==> config.mk <==
export PLATFORM = sky130hd
export DESIGN_NAME = spi_master_arbiter
export DESIGN_NICKNAME = d
export VERILOG_FILES = /design/src/rtl/spi_arb_pkg.sv /design/src/rtl/spi_rr_pick.sv /design/src/rtl/spi_master_arbiter.sv
export SDC_FILE = /design/constraint.sdc
export NUM_CORES = 1
export LEC_CHECK = 0
export CORE_ASPECT_RATIO = 0.9
export CORE_MARGIN = 2
export CORE_UTILIZATION = 40
export CTS_CLUSTER_SIZE = 12
export DETAILED_ROUTE_END_ITERATION = 7
export GPL_ROUTABILITY_DRIVEN = 0
export MAX_ROUTING_LAYER = met4
export PLACE_DENSITY = 0.76
export SLEW_MARGIN = 10
export SYNTH_ARGS = -nofsm -noshare
export SYNTH_HDL_FRONTEND = slang
export SYNTH_SLANG_ARGS = --single-unit
==> constraint.sdc <==
create_clock -name clk -period 2 [get_ports clk]
set_input_delay 0.5 -clock clk [delete_from_list [all_inputs] [get_ports clk]]
set_output_delay 0.5 -clock clk [all_outputs]
set_load 0.02 [all_outputs]
==> src/rtl/spi_arb_pkg.sv <==
// Shared types and helpers for the SPI master arbiter and its round-robin picker.
package spi_arb_pkg;

    typedef enum logic [2:0] {
        IDLE,
        SETUP,
        GO,
        WAIT,
        RESP
    } state_t;

    localparam int SETTLE_W = 4;

    // Index width for n requesters; never below one bit so a 2-way arbiter still has a grant index.
    function automatic int clog2_min1(input int n);
        int w;
        w = 1;
        for (int k = 1; k < 8; k++) begin
            if ((1 << w) < n) w = w + 1;
        end
        return w;
    endfunction

endpackage

==> src/rtl/spi_rr_pick.sv <==
// Combinational round-robin picker: first set request at or after ptr, wrapping at NUM_REQ.
module spi_rr_pick #(
    parameter int NUM_REQ = 4,
    parameter int IDX_W   = 2
) (
    input  logic [NUM_REQ-1:0] req,
    input  logic [IDX_W-1:0]   ptr,
    output logic               valid,
    output logic [IDX_W-1:0]   idx
);

    logic [IDX_W:0]   cand_sum [NUM_REQ];
    logic [IDX_W-1:0] cand     [NUM_REQ];
    logic [NUM_REQ-1:0] hit;

    // cand[k] is the requester k positions after ptr; hit[k] says whether it is asking.
    generate
        for (genvar gi = 0; gi < NUM_REQ; gi++) begin : g_cand
            assign cand_sum[gi] = {1'b0, ptr} + (IDX_W+1)'(gi);
            assign cand[gi] = (cand_sum[gi] >= (IDX_W+1)'(NUM_REQ))
                            ? IDX_W'(cand_sum[gi] - (IDX_W+1)'(NUM_REQ))
                            : cand_sum[gi][IDX_W-1:0];
            assign hit[gi] = req[cand[gi]];
        end
    endgenerate

    always_comb begin
        valid = |hit;
        idx   = '0;
        for (int k = NUM_REQ - 1; k >= 0; k--) begin
            if (hit[k]) idx = cand[k];
        end
    end

endmodule

==> src/rtl/spi_master_arbiter.sv <==
// Round-robin sharing of one spi_master among NUM_REQ requesters, one word per grant,
// with per-requester mode/divider and per-slave chip-select demultiplexing.
module spi_master_arbiter
    import spi_arb_pkg::*;
#(
    parameter int NUM_REQ           = 4,
    parameter int DATA_WIDTH        = 4,
    parameter int CLK_DIVIDER_WIDTH = 4,
    parameter int SETTLE_CYCLES     = 2,
    localparam int IDX_W            = clog2_min1(NUM_REQ)
) (
    input  logic                                 clk,
    input  logic                                 resetb,
    input  logic [NUM_REQ-1:0]                   req,
    input  logic [NUM_REQ*DATA_WIDTH-1:0]        req_data,
    input  logic [NUM_REQ-1:0]                   req_cpol,
    input  logic [NUM_REQ-1:0]                   req_cpha,
    input  logic [NUM_REQ*CLK_DIVIDER_WIDTH-1:0] req_div,
    output logic [NUM_REQ-1:0]                   ack,
    output logic [DATA_WIDTH-1:0]                rdata,
    output logic                                 m_cpol,
    output logic                                 m_cpha,
    output logic [CLK_DIVIDER_WIDTH-1:0]         m_clk_divider,
    output logic                                 m_go,
    output logic [DATA_WIDTH-1:0]                m_datai,
    input  logic [DATA_WIDTH-1:0]                m_datao,
    input  logic                                 m_busy,
    input  logic                                 m_done,
    input  logic                                 m_csb,
    output logic [NUM_REQ-1:0]                   csb_out,
    output logic [IDX_W-1:0]                     grant_idx,
    output logic                                 busy
);

    localparam logic [SETTLE_W-1:0] SETTLE_INIT = SETTLE_W'(SETTLE_CYCLES - 1);

    state_t                  state_reg;
    logic [SETTLE_W-1:0]     settle_reg;
    logic [IDX_W-1:0]        ptr_reg;
    logic                    pick_valid;
    logic [IDX_W-1:0]        pick_idx;
    logic [NUM_REQ-1:0]      csb_next;
    logic [DATA_WIDTH-1:0]        data_slice [NUM_REQ];
    logic [CLK_DIVIDER_WIDTH-1:0] div_slice  [NUM_REQ];

    spi_rr_pick #(
        .NUM_REQ (NUM_REQ),
        .IDX_W   (IDX_W)
    ) u_pick (
        .req   (req),
        .ptr   (ptr_reg),
        .valid (pick_valid),
        .idx   (pick_idx)
    );

    generate
        for (genvar gi = 0; gi < NUM_REQ; gi++) begin : g_slice
            assign data_slice[gi] = req_data[gi*DATA_WIDTH +: DATA_WIDTH];
            assign div_slice[gi]  = req_div[gi*CLK_DIVIDER_WIDTH +: CLK_DIVIDER_WIDTH];
            // Only the granted slave sees the master's chip select.
            assign csb_next[gi] = ~((state_reg != IDLE) && (grant_idx == IDX_W'(gi)) && !m_csb);
        end
    endgenerate

    always_ff @(posedge clk or negedge resetb) begin
        if (!resetb) begin
            state_reg     <= IDLE;
            settle_reg    <= '0;
            ptr_reg       <= '0;
            grant_idx     <= '0;
            ack           <= '0;
            rdata         <= '0;
            m_cpol        <= 1'b0;
            m_cpha        <= 1'b0;
            m_clk_divider <= '0;
            m_go          <= 1'b0;
            m_datai       <= '0;
            busy          <= 1'b0;
            csb_out       <= '1;
        end else begin
            ack     <= '0;
            m_go    <= 1'b0;
            csb_out <= csb_next;
            case (state_reg)
                IDLE: begin
                    if (pick_valid) begin
                        grant_idx     <= pick_idx;
                        m_cpol        <= req_cpol[pick_idx];
                        m_cpha        <= req_cpha[pick_idx];
                        m_clk_divider <= div_slice[pick_idx];
                        m_datai       <= data_slice[pick_idx];
                        settle_reg    <= SETTLE_INIT;
                        busy          <= 1'b1;
                        state_reg     <= SETUP;
                    end
                end
                SETUP: begin
                    // Hold off go while the new CPOL settles and the master is still winding down.
                    if (settle_reg != '0) begin
                        settle_reg <= settle_reg - 1'b1;
                    end else if (!m_busy) begin
                        m_go      <= 1'b1;
                        state_reg <= GO;
                    end
                end
                GO: begin
                    state_reg <= WAIT;
                end
                WAIT: begin
                    if (m_done) begin
                        ack       <= NUM_REQ'(1) << grant_idx;
                        rdata     <= m_datao;
                        state_reg <= RESP;
                    end
                end
                RESP: begin
                    if (grant_idx == IDX_W'(NUM_REQ - 1)) ptr_reg <= '0;
                    else                                  ptr_reg <= grant_idx + 1'b1;
                    busy      <= 1'b0;
                    state_reg <= IDLE;
                end
                default: begin
                    busy      <= 1'b0;
                    state_reg <= IDLE;
                end
            endcase
        end
    end

endmodule
-- Word-level counts from Yosys, hierarchy flattened
Cells that the tools add are included.
W data, S select, Z words.
- output and inout port bits: 26
- flip-flop bits (word level): 35
- bits of input ports: 53
- reductions and logical operators: 21
- equality and inequality tests: 12
- bitwise logic cells: 6
- $add $sub $neg: 9
- shift-type cells: 1
- multiplexer cells: 42
- $lt $le $gt $ge: 10
- operators with widths (cell ; number):
    $mux W4 ; 8
    $mux W2 ; 9
    $bmux W4 S2 ; 2
    $lt A2 B3 Y1 const B ; 5
    $bmux W1 S2 ; 6
    $ge A3 B3 Y1 const B ; 4
    $mux W3 ; 4
    $pmux W3 S4 ; 1
    $mux W1 ; 10
    $ne A2 B2 Y1 const B ; 5
    $logic_and A1 B1 Y1 ; 8
    $pmux W4 S2 ; 1
    $sub A2 B1 Y2 const B ; 4
    $add A2 B2 Y3 const B ; 2
    $eq A3 B2 Y1 const B ; 2
    $reduce_and A2 Y1 ; 3
    $not A1 Y1 ; 5
    $eq A2 B2 Y1 const B ; 2
    $reduce_and A4 Y1 ; 1
    $reduce_bool A4 Y1 ; 1
    $reduce_or A4 Y1 ; 1
    $shl A1 B2 Y4 const A ; 1
    $sub A4 B1 Y4 const B ; 1
    $add A2 B1 Y3 const B ; 1
    14 further kinds ; 14

-- Depth between registers and ports, before layout
- depth in word-level cells: 13
- mapped depth: 6
- mapped depth without buffers: 6

-- Modules after synthesis
A second synthesis with hierarchy kept.
- cell total of the unflattened synthesis: 157
- area, all modules: 1773.0 µm²
- by module, submodules not included (module ; area each (µm²) ; cells an instance ; seq. area each (µm²) ; times used):
    spi_master_arbiter ; 1695.4 ; 144 ; 880.8 ; 1
    spi_rr_pick ; 77.6 ; 13 ; 0.0 ; 1

-- Least setup slack after synthesis
OpenSTA, ideal clock, no wires.
- kind: input to register
- start: input port req[3]
- end: register m_clk_divider[1]
- slack: 259 ps
- required time: 1851 ps
- cell stages on the path: 4
- arrival: 1592 ps
- cell sequence: or4_4 -> and2_4 -> o21ai_2 -> o221ai_2
- longest elaborated chain between the ends: 10
- elaborated cells between the ends (all ways): 18
- those cells by class: 15 x mux; 1 x bitwise; 2 x reduce/logical
- ends and longest elaborated chain (item ; RTL line ; source):
    from (decl) ; spi_master_arbiter.sv:14 ; input logic [NUM_REQ-1:0] req,
    $bmux W1 S2 ; spi_rr_pick.sv:23 ; assign hit[gi] = req[cand[gi]];
    $mux W1 (implied by the code) ; spi_rr_pick.sv:23 ;
    $mux W2 (4 in a row) ; spi_rr_pick.sv:31 ; if (hit[k]) idx = cand[k];
    $not A2 Y3 (implied by the code) ; spi_master_arbiter.sv:90 ; m_clk_divider <= div_slice[pick_idx];
    $bmux W4 S2 ; spi_master_arbiter.sv:90 ;
    $mux W4 (implied by the code) (2 in a row) ; spi_master_arbiter.sv:90 ;
    to (signal assigned) ; spi_master_arbiter.sv:90 ;
    to (decl) ; spi_master_arbiter.sv:23 ; output logic [CLK_DIVIDER_WIDTH-1:0] m_clk_divider,
Several ways; a longest one is shown, not always the timed one. The select of a mux whose other input is x is not followed.
A chain may end at the register's enable or synchronous reset.

-- Final worst setup path
- start: register csb_out[2]
- end: output port csb_out[2]
- RTL lines (item ; RTL line ; source):
    from (decl) ; spi_master_arbiter.sv:30 ; output logic [NUM_REQ-1:0] csb_out,
    from (signal assigned) ; spi_master_arbiter.sv:83 ; csb_out <= csb_next;
No word-level cell between the ends.

==> impl_metrics.tcl <==
set metrics [dict create \
    num_io_pins 79 \
    syn-num-nets 215 \
    synth.most_common_cell "dfrtp_1" \
    p_seq_frac 0.336 \
    wirelength_mm 4.51 \
    p_int_w 0.00223 \
    synth_cells 156 \
    syn_to_final_growth_pct 60.5 \
    vdd_drop_max_uv 705 \
    htreeDepth 2 \
    final_area_um2 2960 \
    ys_top_cells_by_area "dfrtp_1, mux2i_1, o221ai_2" \
    reg2reg_slack_ns 0.23 \
    vias 1525 \
    via_per_inst 4.87 \
    antenna_found_initial 0 \
    cts_num_sinks 35 \
    fin_crit_ns 1.94 \
    leakage_nw 1.33 \
    maxCapViolations 0 \
    netlist_area_um2 1840 \
    rsz0062_at_grt "false" \
    drive_gt1_frac 0.223 \
    clkTransAtPathRegs_ns 0.08 \
    cts_buffers 5 \
    worstSkewPairLatency_ns 0.29 \
    worstPathMaxFanout 1 \
    synth_edf_count 0 \
    wl_per_cell_um 14.4 \
    portBuffers 78 \
    cpLargestDelayFamily "buffers and inverters" \
    worst_hold_path_type "in2async" \
    grt_pass1_vias 1454 \
    ys_async_sr_fraction 1.00 \
    synth_warnings 0 \
    fin_nets 309 \
    hold_buffers 0 \
    hold_viol 0 \
    yosysSeqAreaShare 0.478 \
    drc 0 \
    drt_iter0_drc 57 \
    finalSetupViolCount 0 \
    critPathSlowestCell "clkdlybuf4s50_1" \
    die_w_um 75.5 \
    power.switching_w 0.00125 \
    yosys-top-cells-count "dfrtp_1, nand2_1, mux2i_1, o221ai_2, nor2_1" \
    finalPower_w 0.00348 \
    pwr-share-clk 0.185 \
    place_area_um2 2770 \
    path_cells "clkdlybuf4s50_1" \
    critPathBufInv 1 \
    ys.flop_type "dfrtp_1" \
    dr.pass1.iters 4 \
    critPathArrivalTime_ns 1.44 \
    cp.required_ns 1.50 \
    post_cts_buffers 0 \
    avgSynthCellArea_um2 11.8 \
    cts_tree "yes" \
    core-area_um2 4430 \
    start_util 0.416 \
    overflow 0 \
    final_util 0.667 \
    root_buffer "clkbuf_8" \
    ys_types 37 \
    max_slew_margin 0.699 \
    start_kind "register" \
    grt_max_degree 36 \
    die-area_um2 5160 \
    cpPeakStageDelay_ns 0.62 \
    dp_hpwl_mm 3.41 \
    grt_pass1_wl_mm 6.91 \
    rr_worst_depth 5 \
    pwr-share-comb 0.479 \
    p_per_area_nw_per_um2 1180 \
    max_freq_ghz 0.516 \
    synth_area_leader_cell "dfrtp_1" \
    tightest_slew_ns 0.452 \
    swShare 0.360 \
    fillers 362 \
    rows 23 \
    synth_top_area_share 0.421 \
    antenna_cells 0 \
    reg2reg_from "ptr_reg[1]$_DFFE_PN0N_" \
    critPathKind "reg2out" \
    fin_crit_sh 0.968 \
    drv_slew 0 \
    ys_ff_latch 35 \
    finClkSkew_ns 0.00694 \
    die_y_um 68.4 \
    antenna_left 0 \
    clock_path_buffers 2 \
    outcome "completed" \
    hold_ws_ns 0.238 \
    grt_use_total 0.184 \
    end_kind "output port" \
    r2r_end "m_datai[2]$_DFFE_PN0P_" \
]
[through the flow]
step | TNS [ns] | std cells | setup WS, ns
6_report | 0 | 313 | 0.0635
5_1_grt | 0 | 313 | 0.0233
4_1_cts | 0 | 312 | 0.00450
3_5_place_dp | -3.12 | 304 | -0.306
3_3_place_gp | -2.55 | 304 | -0.244
2_1_floorplan | 0 | 156 | 0.259
[routing by layer]
metal  GRT usage  wire length [um]  up-vias
met5           -                 0        -
li1            -                 -      752
met3      0.0501               157        0
met2       0.267              2240       32
met4      0.0439                 0        0
met1       0.256              2110      741
[worst max-delay path by stage]
stage | start | end | slack (ns) | cells after the start
CTS | req[0] | m_datai[0]$_DFFE_PN0P_ | 0.005 | 6
global placement | req[0] | m_clk_divider[3]$_DFFE_PN0P_ | -0.24 | 6
detailed placement | req[0] | m_clk_divider[0]$_DFFE_PN0P_ | -0.31 | 6
finish | csb_out[2]$_DFF_PN1_ | csb_out[2] | 0.06 | 1
floorplan | req[3] | m_clk_divider[1]$_DFFE_PN0P_ | 0.26 | 4
global route | grant_idx[0]$_DFFE_PN0P_ | grant_idx[0] | 0.02 | 1
[cells in the final DEF (no fill, tap or decap), drive strengths merged]
cell | synthesis | layout
o21ai | 3 | 3
a22oi | 1 | 1
a21boi | 1 | 1
clkdlybuf4s50 | 0 | 75
nor3 | 5 | 5
clkbuf | 0 | 6
nand3 | 2 | 2
xor2 | 2 | 2
or4 | 1 | 1
nor2b | 1 | 1
nand2b | 2 | 2
a211oi | 1 | 1
a21oi | 3 | 3
o221ai | 11 | 11
inv | 6 | 7
or3 | 2 | 2
mux2i | 21 | 21
ha | 6 | 6
bufinv | 0 | 1
buf | 5 | 14
o31ai | 1 | 1
a311oi | 1 | 1
dfrtp | 31 | 31
mux2 | 6 | 6
nor2 | 8 | 8
dfstp | 4 | 4
dlymetal6s2s | 0 | 2
clkinv | 0 | 1
or3b | 2 | 2
and2 | 6 | 6
nor3b | 1 | 1
nand2 | 23 | 23
[what timing repair did]
item | in CTS | in global routing
pin swaps | 0 | 1
setup endpoints to repair | 1 | 10
gates resized for setup | 1 | 8
cloned | 0 | 1
[power by group through the flow]
| stage | logic (W) | registers, W | clock network (W) |
|---|---|---|---|
| after detailed placement | 0.00162 | 0.00118 | 0 |
| after floorplan | 0.000735 | 0.00136 | 0 |
| after global placement | 0.00159 | 0.00118 | 0 |
| final | 0.00167 | 0.00117 | 0.000645 |
| after CTS | 0.00163 | 0.00117 | 0.000664 |
| after global routing | 0.00182 | 0.00121 | 0.000703 |
[cell type report]
| type | instances | area [um2] | share of cell area |
|---|---|---|---|
| clock inverters | 3 | 47.5 | 0.0161 |
| well taps | 62 | 77.6 | 0.0262 |
| repair buffers | 92 | 932 | 0.315 |
| inverters | 6 | 22.5 | 0.00762 |
| clock buffers | 5 | 68.8 | 0.0233 |
| flip-flops and latches | 35 | 881 | 0.298 |
| multi-input cells | 110 | 927 | 0.314 |
[logic make-up after synthesis]
logic type	count (synthesis)	share of synthesized area
xor+xnor	2	0.00951
mux	27	0.153
simple gates	53	0.152
fa+ha+maj	6	0.0408
flops	35	0.478
compound gates	22	0.129
buf+inv	11	0.0374
(Power assumes the default switching activity.)
